**src/rtl/compound_pkg.sv**
```systemverilog
// compound_pkg: payload, mode and arbiter-state types shared by the arbiter slice.
package compound_pkg;
    typedef enum logic {READ, WRITE} mode_t;
    typedef struct packed {
        mode_t mode;
        int    x;
        logic  y;
    } CompoundType;
    typedef enum logic [1:0] {SCAN, ACCEPT, SEND} arb_state_t;
    localparam CompoundType COMPOUND_RESET = '{mode: READ, x: 0, y: 1'b0};
endpackage

```
**src/rtl/compound_rr_arbiter_if.sv**
```systemverilog
// compound_rr_arbiter_if: requester-side and downstream sync/notify bundle of the arbiter.
interface compound_rr_arbiter_if #(
    parameter int NUM_REQ = 4,
    parameter int ID_W    = $clog2(NUM_REQ)
);
    import compound_pkg::*;
    CompoundType        req_data [NUM_REQ];
    logic [NUM_REQ-1:0] req_sync;
    logic [NUM_REQ-1:0] req_notify;
    CompoundType        out_data;
    logic               out_sync;
    logic               out_notify;
    logic [ID_W-1:0]    grant_id;
    logic               busy;
    modport master (
        input  req_data, req_sync, out_sync,
        output req_notify, out_data, out_notify, grant_id, busy
    );
    modport slave (
        output req_data, req_sync, out_sync,
        input  req_notify, out_data, out_notify, grant_id, busy
    );
endinterface

```
**src/rtl/compound_rr_arbiter_rr_pick.sv**
```systemverilog
// rr_pick: first set request at or after start, wrapping; rotate, priority-encode, un-rotate.
module rr_pick #(
    parameter int N = 4,
    parameter int W = $clog2(N)
) (
    input  logic [N-1:0] req,
    input  logic [W-1:0] start,
    output logic [W-1:0] idx,
    output logic         valid
);
    logic [2*N-1:0] dbl;
    logic [N-1:0]   rot;
    logic [W-1:0]   p;
    logic [W:0]     sum;
    always_comb begin
        dbl = {req, req} >> start;
        rot = dbl[N-1:0];
        p = '0;
        for (int i = N - 1; i >= 0; i--) p = rot[i] ? W'(i) : p;
        sum = {1'b0, p} + {1'b0, start};
        idx = sum >= (W+1)'(N) ? W'(sum - (W+1)'(N)) : W'(sum);
    end
    assign valid = |req;
endmodule

```
**src/rtl/compound_rr_arbiter.sv**
```systemverilog
// compound_rr_arbiter: round-robin arbiter sharing one CompoundType consumer among NUM_REQ
// sync/notify producers, with optional write-first priority.
module compound_rr_arbiter
    import compound_pkg::*;
#(
    parameter int NUM_REQ        = 4,
    parameter int WRITE_PRIORITY = 1,
    parameter int ID_W           = $clog2(NUM_REQ)
) (
    input logic                    clk,
    input logic                    rst,
    compound_rr_arbiter_if.master  bus
);
    arb_state_t         state;
    logic [ID_W-1:0]    rr_ptr, grant_id, win;
    logic [NUM_REQ-1:0] wr, cand, req_notify;
    logic               win_valid, out_notify, busy;
    CompoundType        out_data;
    always_comb begin
        wr = '0;
        for (int i = 0; i < NUM_REQ; i++) wr[i] = bus.req_sync[i] && bus.req_data[i].mode == WRITE;
        cand = (WRITE_PRIORITY != 0 && |wr) ? wr : bus.req_sync;
    end
    rr_pick #(.N(NUM_REQ), .W(ID_W)) pick (
        .req   (cand),
        .start (rr_ptr),
        .idx   (win),
        .valid (win_valid)
    );
    // Withdrawal in ACCEPT leaves rr_ptr alone so the same requester keeps its turn.
    always_ff @(posedge clk or posedge rst) begin
        if (rst) begin
            state      <= SCAN;
            rr_ptr     <= '0;
            grant_id   <= '0;
            req_notify <= '0;
            out_notify <= 1'b0;
            busy       <= 1'b0;
            out_data   <= COMPOUND_RESET;
        end else begin
            case (state)
                SCAN: if (win_valid) begin
                    grant_id   <= win;
                    req_notify <= NUM_REQ'(1) << win;
                    busy       <= 1'b1;
                    state      <= ACCEPT;
                end
                ACCEPT: begin
                    req_notify <= '0;
                    if (bus.req_sync[grant_id]) begin
                        out_data   <= bus.req_data[grant_id];
                        out_notify <= 1'b1;
                        state      <= SEND;
                    end else begin
                        busy  <= 1'b0;
                        state <= SCAN;
                    end
                end
                SEND: if (bus.out_sync) begin
                    out_notify <= 1'b0;
                    busy       <= 1'b0;
                    rr_ptr     <= grant_id == ID_W'(NUM_REQ - 1) ? '0 : grant_id + 1'b1;
                    state      <= SCAN;
                end
                default: state <= SCAN;
            endcase
        end
    end
    assign bus.req_notify = req_notify;
    assign bus.out_notify = out_notify;
    assign bus.out_data   = out_data;
    assign bus.grant_id   = grant_id;
    assign bus.busy       = busy;
endmodule

```
**src/flat_wrapper.sv**
```systemverilog
// flat-port wrapper written by rule: the top's interface ports become plain ports
module compound_rr_arbiter_flat import compound_pkg::*;
#(
    parameter int NUM_REQ        = 4,
    parameter int WRITE_PRIORITY = 1,
    parameter int ID_W           = $clog2(NUM_REQ)
)
  (clk, rst, bus_req_data, bus_req_sync, bus_out_sync, bus_req_notify, bus_out_data, bus_out_notify, bus_grant_id, bus_busy);
  compound_rr_arbiter_if #(.NUM_REQ(NUM_REQ), .ID_W(ID_W)) bus_i ();
  input logic clk;
  input logic rst;
  input wire logic [$bits(bus_i.req_data)-1:0] bus_req_data;
  input wire logic [$bits(bus_i.req_sync)-1:0] bus_req_sync;
  input wire logic [$bits(bus_i.out_sync)-1:0] bus_out_sync;
  output wire logic [$bits(bus_i.req_notify)-1:0] bus_req_notify;
  output wire logic [$bits(bus_i.out_data)-1:0] bus_out_data;
  output wire logic [$bits(bus_i.out_notify)-1:0] bus_out_notify;
  output wire logic [$bits(bus_i.grant_id)-1:0] bus_grant_id;
  output wire logic [$bits(bus_i.busy)-1:0] bus_busy;
  assign bus_i.req_data = {>>{bus_req_data}};
  assign bus_i.req_sync = bus_req_sync;
  assign bus_i.out_sync = bus_out_sync;
  assign bus_req_notify = bus_i.req_notify;
  assign bus_out_data = bus_i.out_data;
  assign bus_out_notify = bus_i.out_notify;
  assign bus_grant_id = bus_i.grant_id;
  assign bus_busy = bus_i.busy;
  compound_rr_arbiter #(.NUM_REQ(NUM_REQ), .WRITE_PRIORITY(WRITE_PRIORITY), .ID_W(ID_W)) u_core (.clk(clk), .rst(rst), .bus(bus_i));
endmodule
```
**config.mk**
```make
export PLATFORM = sky130hd
export DESIGN_NAME = compound_rr_arbiter_flat
export DESIGN_NICKNAME = d
export VERILOG_FILES = /design/src/rtl/compound_pkg.sv /design/src/rtl/compound_rr_arbiter_if.sv /design/src/rtl/compound_rr_arbiter_rr_pick.sv /design/src/rtl/compound_rr_arbiter.sv /design/src/flat_wrapper.sv
export SDC_FILE = /design/constraint.sdc
export NUM_CORES = 1
export LEC_CHECK = 0
export CORE_ASPECT_RATIO = 1.1
export CORE_MARGIN = 5
export CORE_UTILIZATION = 38
export CTS_BUF_LIST = sky130_fd_sc_hd__clkbuf_4
export DETAILED_ROUTE_END_ITERATION = 6
export PLACE_DENSITY_LB_ADDON = 0.2
export REMOVE_ABC_BUFFERS = 1
export SYNTH_ARGS = -nofsm -noshare
export SYNTH_HDL_FRONTEND = slang
export SYNTH_HIERARCHICAL = 1
export SYNTH_SLANG_ARGS = --single-unit
```
**constraint.sdc**
```tcl
create_clock -name clk -period 2.6 [get_ports clk]
set_input_delay 0.52 -clock clk [delete_from_list [all_inputs] [get_ports clk]]
set_output_delay 0.52 -clock clk [all_outputs]
set_load 0.02 [all_outputs]
```
Word-level counts from Yosys, hierarchy flattened
Cells that the tools add are included.
Widths: inputs -> output; s select.
{"block": "classes", "add_sub_neg": 3, "order_cmp": 3, "n_eq_ne": 7, "shift": 2, "mux": 24, "bitwise": 1, "n_reduce_logical": 17}
{"operator": "$bmux 34 s2", "n": 1}
{"operator": "$mux 34", "n": 2}
{"operator": "$mux 2", "n": 9}
{"operator": "$reduce_and 2->1", "n": 5}
{"operator": "$mux 4", "n": 2}
{"operator": "$pmux 4 s2", "n": 1}
{"operator": "$reduce_or 4->1", "n": 2}
{"operator": "$shr 8x2->4", "n": 1}
{"operator": "$ge 3x3->1 const B", "n": 2}
{"operator": "$ne 2x2->1 const B", "n": 3}
{"operator": "$pmux 2 s3", "n": 1}
{"operator": "$mux 1", "n": 5}
{"operator": "$eq 2x2->1 const B", "n": 2}
{"operator": "$logic_and 1x1->1", "n": 4}
{"operator": "$reduce_and 4->1", "n": 1}
{"operator": "$reduce_bool 2->1", "n": 2}
{"operator": "$shl 1x2->4 const A", "n": 1}
{"operator": "$add 2x2->3", "n": 1}
{"operator": "$lt 2x3->1 const B", "n": 1}
{"operator": "$not 2->3", "n": 1}
{"operator": "$pmux 1 s3", "n": 1}
{"operator": "$reduce_and 3->1", "n": 1}
{"operator": "$reduce_bool 3->1", "n": 1}
{"operator": "$add 2x1->2 const B", "n": 1}
{"operator": "6 further kinds", "n": 6}
{"block": "totals", "register_bits": 46, "out_inout_bits": 42, "elab_cells": 66}

Logic depth before layout (Yosys ltp)
Gate-level depths: netlist (run 1).
{"block": "depth", "ltp_word": 14, "mapped_depth": 12}

By module
The synthesis (run 1) kept the hierarchy.
{"module": "compound_rr_arbiter", "instances": 1, "cells_per_inst": 178, "area_per_inst_um2": 2756.4, "seq_area_each_um2": 1151.1}
{"module": "rr_pick", "instances": 1, "cells_per_inst": 27, "area_per_inst_um2": 178.9, "seq_area_each_um2": 0.0}

Worst setup path before layout (run 1)
Ideal clock, no wire load.
{"block": "synth_timing", "path_type": "input to register", "startpoint": "in bus_req_data[67]", "endpoint": "reg u_core.req_notify[2] (netlist: u_core/bus.req_notify[2])", "setup_ns": 0.066, "t_arrival_ns": 2.726, "required_ns": 2.534, "path_slack_ns": -0.192, "path_stages": 12, "path_buffers": 0, "cell_sequence": "a222oi_1 > a21boi_0 > o21a_1 > inv_1 > nor3_1 > a31oi_1 > o211ai_1 > ha_1 > xor2_1 > xnor2_1 > nor3b_1 > a22o_1"}
{"block": "synth_between", "elab_chain_len": 14}
{"element": "start, declared", "line": "flat_wrapper.sv:12", "source": "input wire logic [$bits(bus_i.req_data)-1:0] bus_req_data;"}
{"element": "$logic_and 1x1->1 (*)", "line": "compound_rr_arbiter.sv:21", "source": "for (int i = 0; i < NUM_REQ; i++) wr[i] = bus.req_sync[i] && bus.req_data[i].mode == WRITE;"}
{"element": "$reduce_or 4->1 (*)", "line": "compound_rr_arbiter.sv:22", "source": "cand = (WRITE_PRIORITY != 0 && |wr) ? wr : bus.req_sync;"}
{"element": "$mux 4 (*)", "line": "compound_rr_arbiter.sv:22"}
{"element": "net u_core.cand[1]", "line": "compound_rr_arbiter.sv:16", "source": "logic [NUM_REQ-1:0] wr, cand, req_notify;"}
{"element": "$shr 8x2->4 (*)", "line": "compound_rr_arbiter_rr_pick.sv:16", "source": "dbl = {req, req} >> start;"}
{"element": "$mux 2 (3 in a row)", "line": "compound_rr_arbiter_rr_pick.sv:19", "source": "for (int i = N - 1; i >= 0; i--) p = rot[i] ? W'(i) : p;"}
{"element": "$mux 2 (*)", "line": "compound_rr_arbiter_rr_pick.sv:19"}
{"element": "$add 2x2->3 (*)", "line": "compound_rr_arbiter_rr_pick.sv:20", "source": "sum = {1'b0, p} + {1'b0, start};"}
{"element": "$ge 3x3->1 / $sub 2x1->2 (equally long branches)", "line": "compound_rr_arbiter_rr_pick.sv:21", "source": "idx = sum >= (W+1)'(N) ? W'(sum - (W+1)'(N)) : W'(sum);"}
{"element": "$mux 2 (*)", "line": "compound_rr_arbiter_rr_pick.sv:21"}
{"element": "net u_core.win[1]", "line": "compound_rr_arbiter.sv:15", "source": "logic [ID_W-1:0] rr_ptr, grant_id, win;"}
{"element": "$shl 1x2->4 (*)", "line": "compound_rr_arbiter.sv:44", "source": "req_notify <= NUM_REQ'(1) << win;"}
{"element": "$mux 4 (*)", "line": "compound_rr_arbiter.sv:42", "source": "SCAN: if (win_valid) begin"}
{"element": "$pmux 4 s2 (*)", "line": "compound_rr_arbiter.sv:41", "source": "case (state)"}
{"element": "end signal, assigned", "line": "compound_rr_arbiter.sv:44"}
{"element": "end, declared", "line": "compound_rr_arbiter.sv:16"}
The timed path passes the listed nets; every way through them passes the cells marked *. The select of a mux whose other input is x is not followed.
A chain may end at the register's enable or synchronous reset.

Worst setup path after layout (run 1)
{"block": "layout_timing", "startpoint": "in bus_req_sync[2]", "endpoint": "reg u_core.grant_id[1] (netlist: u_core/bus.grant_id[1])"}
{"block": "layout_between", "elab_chain_len": 11}
{"element": "start, declared", "line": "flat_wrapper.sv:13", "source": "input wire logic [$bits(bus_i.req_sync)-1:0] bus_req_sync;"}
{"element": "$logic_and 1x1->1 (*)", "line": "compound_rr_arbiter.sv:21"}
{"element": "$reduce_or 4->1 (*)", "line": "compound_rr_arbiter.sv:22"}
{"element": "$mux 4 (*)", "line": "compound_rr_arbiter.sv:22"}
{"element": "net u_core.cand[0]", "line": "compound_rr_arbiter.sv:16"}
{"element": "$shr 8x2->4 (*)", "line": "compound_rr_arbiter_rr_pick.sv:16"}
{"element": "$mux 2 (3 in a row)", "line": "compound_rr_arbiter_rr_pick.sv:19"}
{"element": "$mux 2 (*)", "line": "compound_rr_arbiter_rr_pick.sv:19"}
{"element": "$add 2x2->3 (*)", "line": "compound_rr_arbiter_rr_pick.sv:20"}
{"element": "$ge 3x3->1 / $sub 2x1->2 (equally long branches)", "line": "compound_rr_arbiter_rr_pick.sv:21"}
{"element": "$mux 2 (*)", "line": "compound_rr_arbiter_rr_pick.sv:21"}
{"element": "net u_core.win[1]", "line": "compound_rr_arbiter.sv:15"}
{"element": "end signal, assigned", "line": "compound_rr_arbiter.sv:43", "source": "grant_id <= win;"}
{"element": "end, declared", "line": "compound_rr_arbiter.sv:15"}
The timed path passes the listed nets; every way through them passes the cells marked *.

==> flow_summary.toml, run 1 <==
[outcome]
status = "finished with violations"
violations = "setup timing"

[clock_network]
htree_levels = 2
cts_buffer_depth = 2
numCtsBuffers = 5
cts.sinks = 46
clkLatencyLatePin_ps = 350
cts_tree = "done"
path_clk_slew_ps = 120
clock_tree.root_cell = "clkbuf_4"

[yosys]
synthesis.area_um2 = 2940
yosys_warnings = 6
avgSynthCellArea_um2 = 14.3
synth_common_cells = "dfrtp_1, mux2_2, mux4_2"
synth_most_common_cell = "dfrtp_1"
async_flop_share = 1.00
yosys.cell_types.count = 38
ys_ff_latch = 46
synth_top_flop_cell = "dfrtp_1"
synth_enable_flop_cells = 0
yosysTopAreaCell = "dfrtp_1"
synthCells = 205
synth_top_area_frac = 0.392
yosysSeqAreaShare = 0.392
netlist_top_cells_area = "dfrtp_1, mux4_2, mux2_2, ha_1, buf_6"

[worst_setup_path]
start_kind = "input pin"
path_max_fanout = 6
cp.required_ps = 2840
crit_slowest_cell = "a222oi_1"
path_cells = "buf_6 -> a222oi_1 -> a21boi_2 -> buf_4 -> o21a_4 -> nand2_1 -> nor2_1 -> o21ai_0 -> o211ai_1 -> ha_2 -> xor2_2 -> xnor2_2 -> buf_4 -> mux2_2"
crit_top_cell = "buf_4"
cpPeakStageDelay_ps = 440
crit_buf_inv = 3
cp_top_family = "compound AO/OA/AOI/OAI gates"
endpoint_kind = "flop"
arrival_ps = 3050
crit_type = "input pin to flop"

[power]
peakVddDrop_mv = 0.671
leakagePower_nw = 2.07
power_w = 0.00513
p_per_area_nw_per_um2 = 980

[min_path]
min_path_type = "input pin to async pin"

[layout]
diodes = 0
nNetsFinal = 561
final_cells = 518
fillCellCount = 562
multi_input_area_um2 = 1750
synthToLayoutAreaGrowth_pct = 78.3
final_core_util = 0.696
drive_above_1_share = 0.322
seq_area_um2 = 1150

[global_route]
overflow = 0
grt_pass1_vias = 2878
use_met1 = 0.219
busiest_layer = "met2"
met2_usage = 0.330
track_usage = 0.189
grt_max_degree = 27
use_met3 = 0.0817
antenna_found_initial = 0
grt_pass1_wl_mm = 14.1

[timing]
min_period_ps = 2810
maxSlewHeadroom = 0.657
hold_viol = 0
slew_violations = 0
fin_hold_ws_ps = 488
rsz0062_at_grt = "true"
clock.fmax_ghz = 0.355
skew_ps = 15.1
finalSetupViolCount = 5
fin_crit_sh = 1.08
worst_slack_ps = -215
tightest_slew_ps = 514

[drt]
ant_nets = 0
via_count = 2686
wl_per_cell_um = 18.1
wl_mm = 9.36
drc = 0
vias_per_cell = 5.19
firstDrtPassIters = 5
drtIter0Drc = 88

[floorplanning]
pin_count = 185
die_width_um = 93.8
die_y_um = 102
start_util = 0.391
core_area_um2 = 7510
rows = 33
dieArea_um2 = 9580

[placed_design]
gp_congestion = 0.807
portBuffers = 184
dpl.hpwl_mm = 7.51
dpl.cell_count = 502

[flow_run]
drv_cap = 0
what timing repair did:
item | in CTS | in global routing
gates resized for setup | 34 | 17
pin swaps | 8 | 13
buffers inserted | 3 | 5
setup endpoints to repair | 7 | 5
hold buffers | 0 | 0
state kept, by name (all words and copies together), names as in the netlist:
signal                 count
u_core/bus.out_data       34
u_core/bus.req_notify      4
u_core/bus.grant_id        2
u_core/rr_ptr              2
u_core/state               2
u_core/bus.busy            1
u_core/bus.out_notify      1
power by group:
part	switching [W]	internal, W	leakage [nW]
registers	0.000294	0.00107	0.547
logic	0.00143	0.00190	1.47
clock network	0.000215	0.000225	0.0463
cell type report:
cell class / instances / share of cell area
clock inverters: 1 / 0.00574
inverters: 8 / 0.00622
clock buffers: 7 / 0.0100
repair buffers: 213 / 0.399
well taps: 105 / 0.0251
flip-flops and latches: 46 / 0.220
multi-input cells: 138 / 0.334
cell usage in the layout, fill, tap and decap left out, types with 2 or more instances in the layout:
cell,instances
clkdlybuf4s50_1,176
o21a_1,2
dfrtp_2,2
nor3b_1,3
dlymetal6s2s_1,2
o41ai_2,2
inv_1,6
a21oi_1,3
buf_2,3
o21ai_0,4
clkbuf_4,7
mux4_2,34
nand2_1,12
buf_12,2
a22o_1,2
buf_4,23
nand2b_1,3
ha_1,5
mux2_2,36
dfrtp_1,44
buf_6,6
mux2i_1,4
kinds of logic (layout without fill, tap and decap cells):
| logic type | count (synthesis) | in the layout | synth area share |
|---|---|---|---|
| AOI/OAI and AO/OA | 25 | 25 | 0.0669 |
| buffers and inverters | 21 | 229 | 0.0413 |
| muxes | 75 | 75 | 0.416 |
| adders and majority gates | 6 | 6 | 0.0256 |
| xor gates and xnor gates | 2 | 2 | 0.00597 |
| and+or+nand+nor | 30 | 30 | 0.0516 |
| DFF | 46 | 46 | 0.392 |
metal layers:
layer | part of all wire | routed length [um]
met3 | 0.12 | 1150
met5 | 0 | 0
met2 | 0.49 | 4590
met1 | 0.38 | 3530
met4 | 0.010 | 95
worst paths after layout:
| path | from | end | slack (ps) | cells past startpoint |
|---|---|---|---|---|
| worst min-delay path | rst | u_core/bus.out_data[15] | 490 | 2 |
| max in group asynchronous | rst | u_core/bus.grant_id[1] | 1600 | 3 |
| worst max register to register | u_core/rr_ptr[0] | u_core/bus.grant_id[1] | 440 | 9 |
| min in group clk | u_core/bus.out_data[6] | u_core/bus.out_data[6] | 510 | 1 |
| worst min register to register | u_core/bus.out_data[6] | u_core/bus.out_data[6] | 510 | 1 |
| worst max-delay path | bus_req_sync[2] | u_core/bus.grant_id[1] | -210 | 14 |
per-stage QoR:
step                      setup slack [ps]  cell area [um^2]  setup TNS [ps]
after floorplan                       -754              2840          -27980
after global placement                -804              5000           -4620
after detailed placement             -1050              5000           -6590
after CTS                             -114              5130            -378
after global routing                  -252              5230           -1090
final                                 -215              5230            -870
No activity file was read; power rests on OpenSTA's default activity.
==> run 2, diff against run 1 <==
SLEW_MARGIN = 10   (was unset)
==> results of run 2 <==
No change in the layout: final DEF, timing and power equal those of run 1.
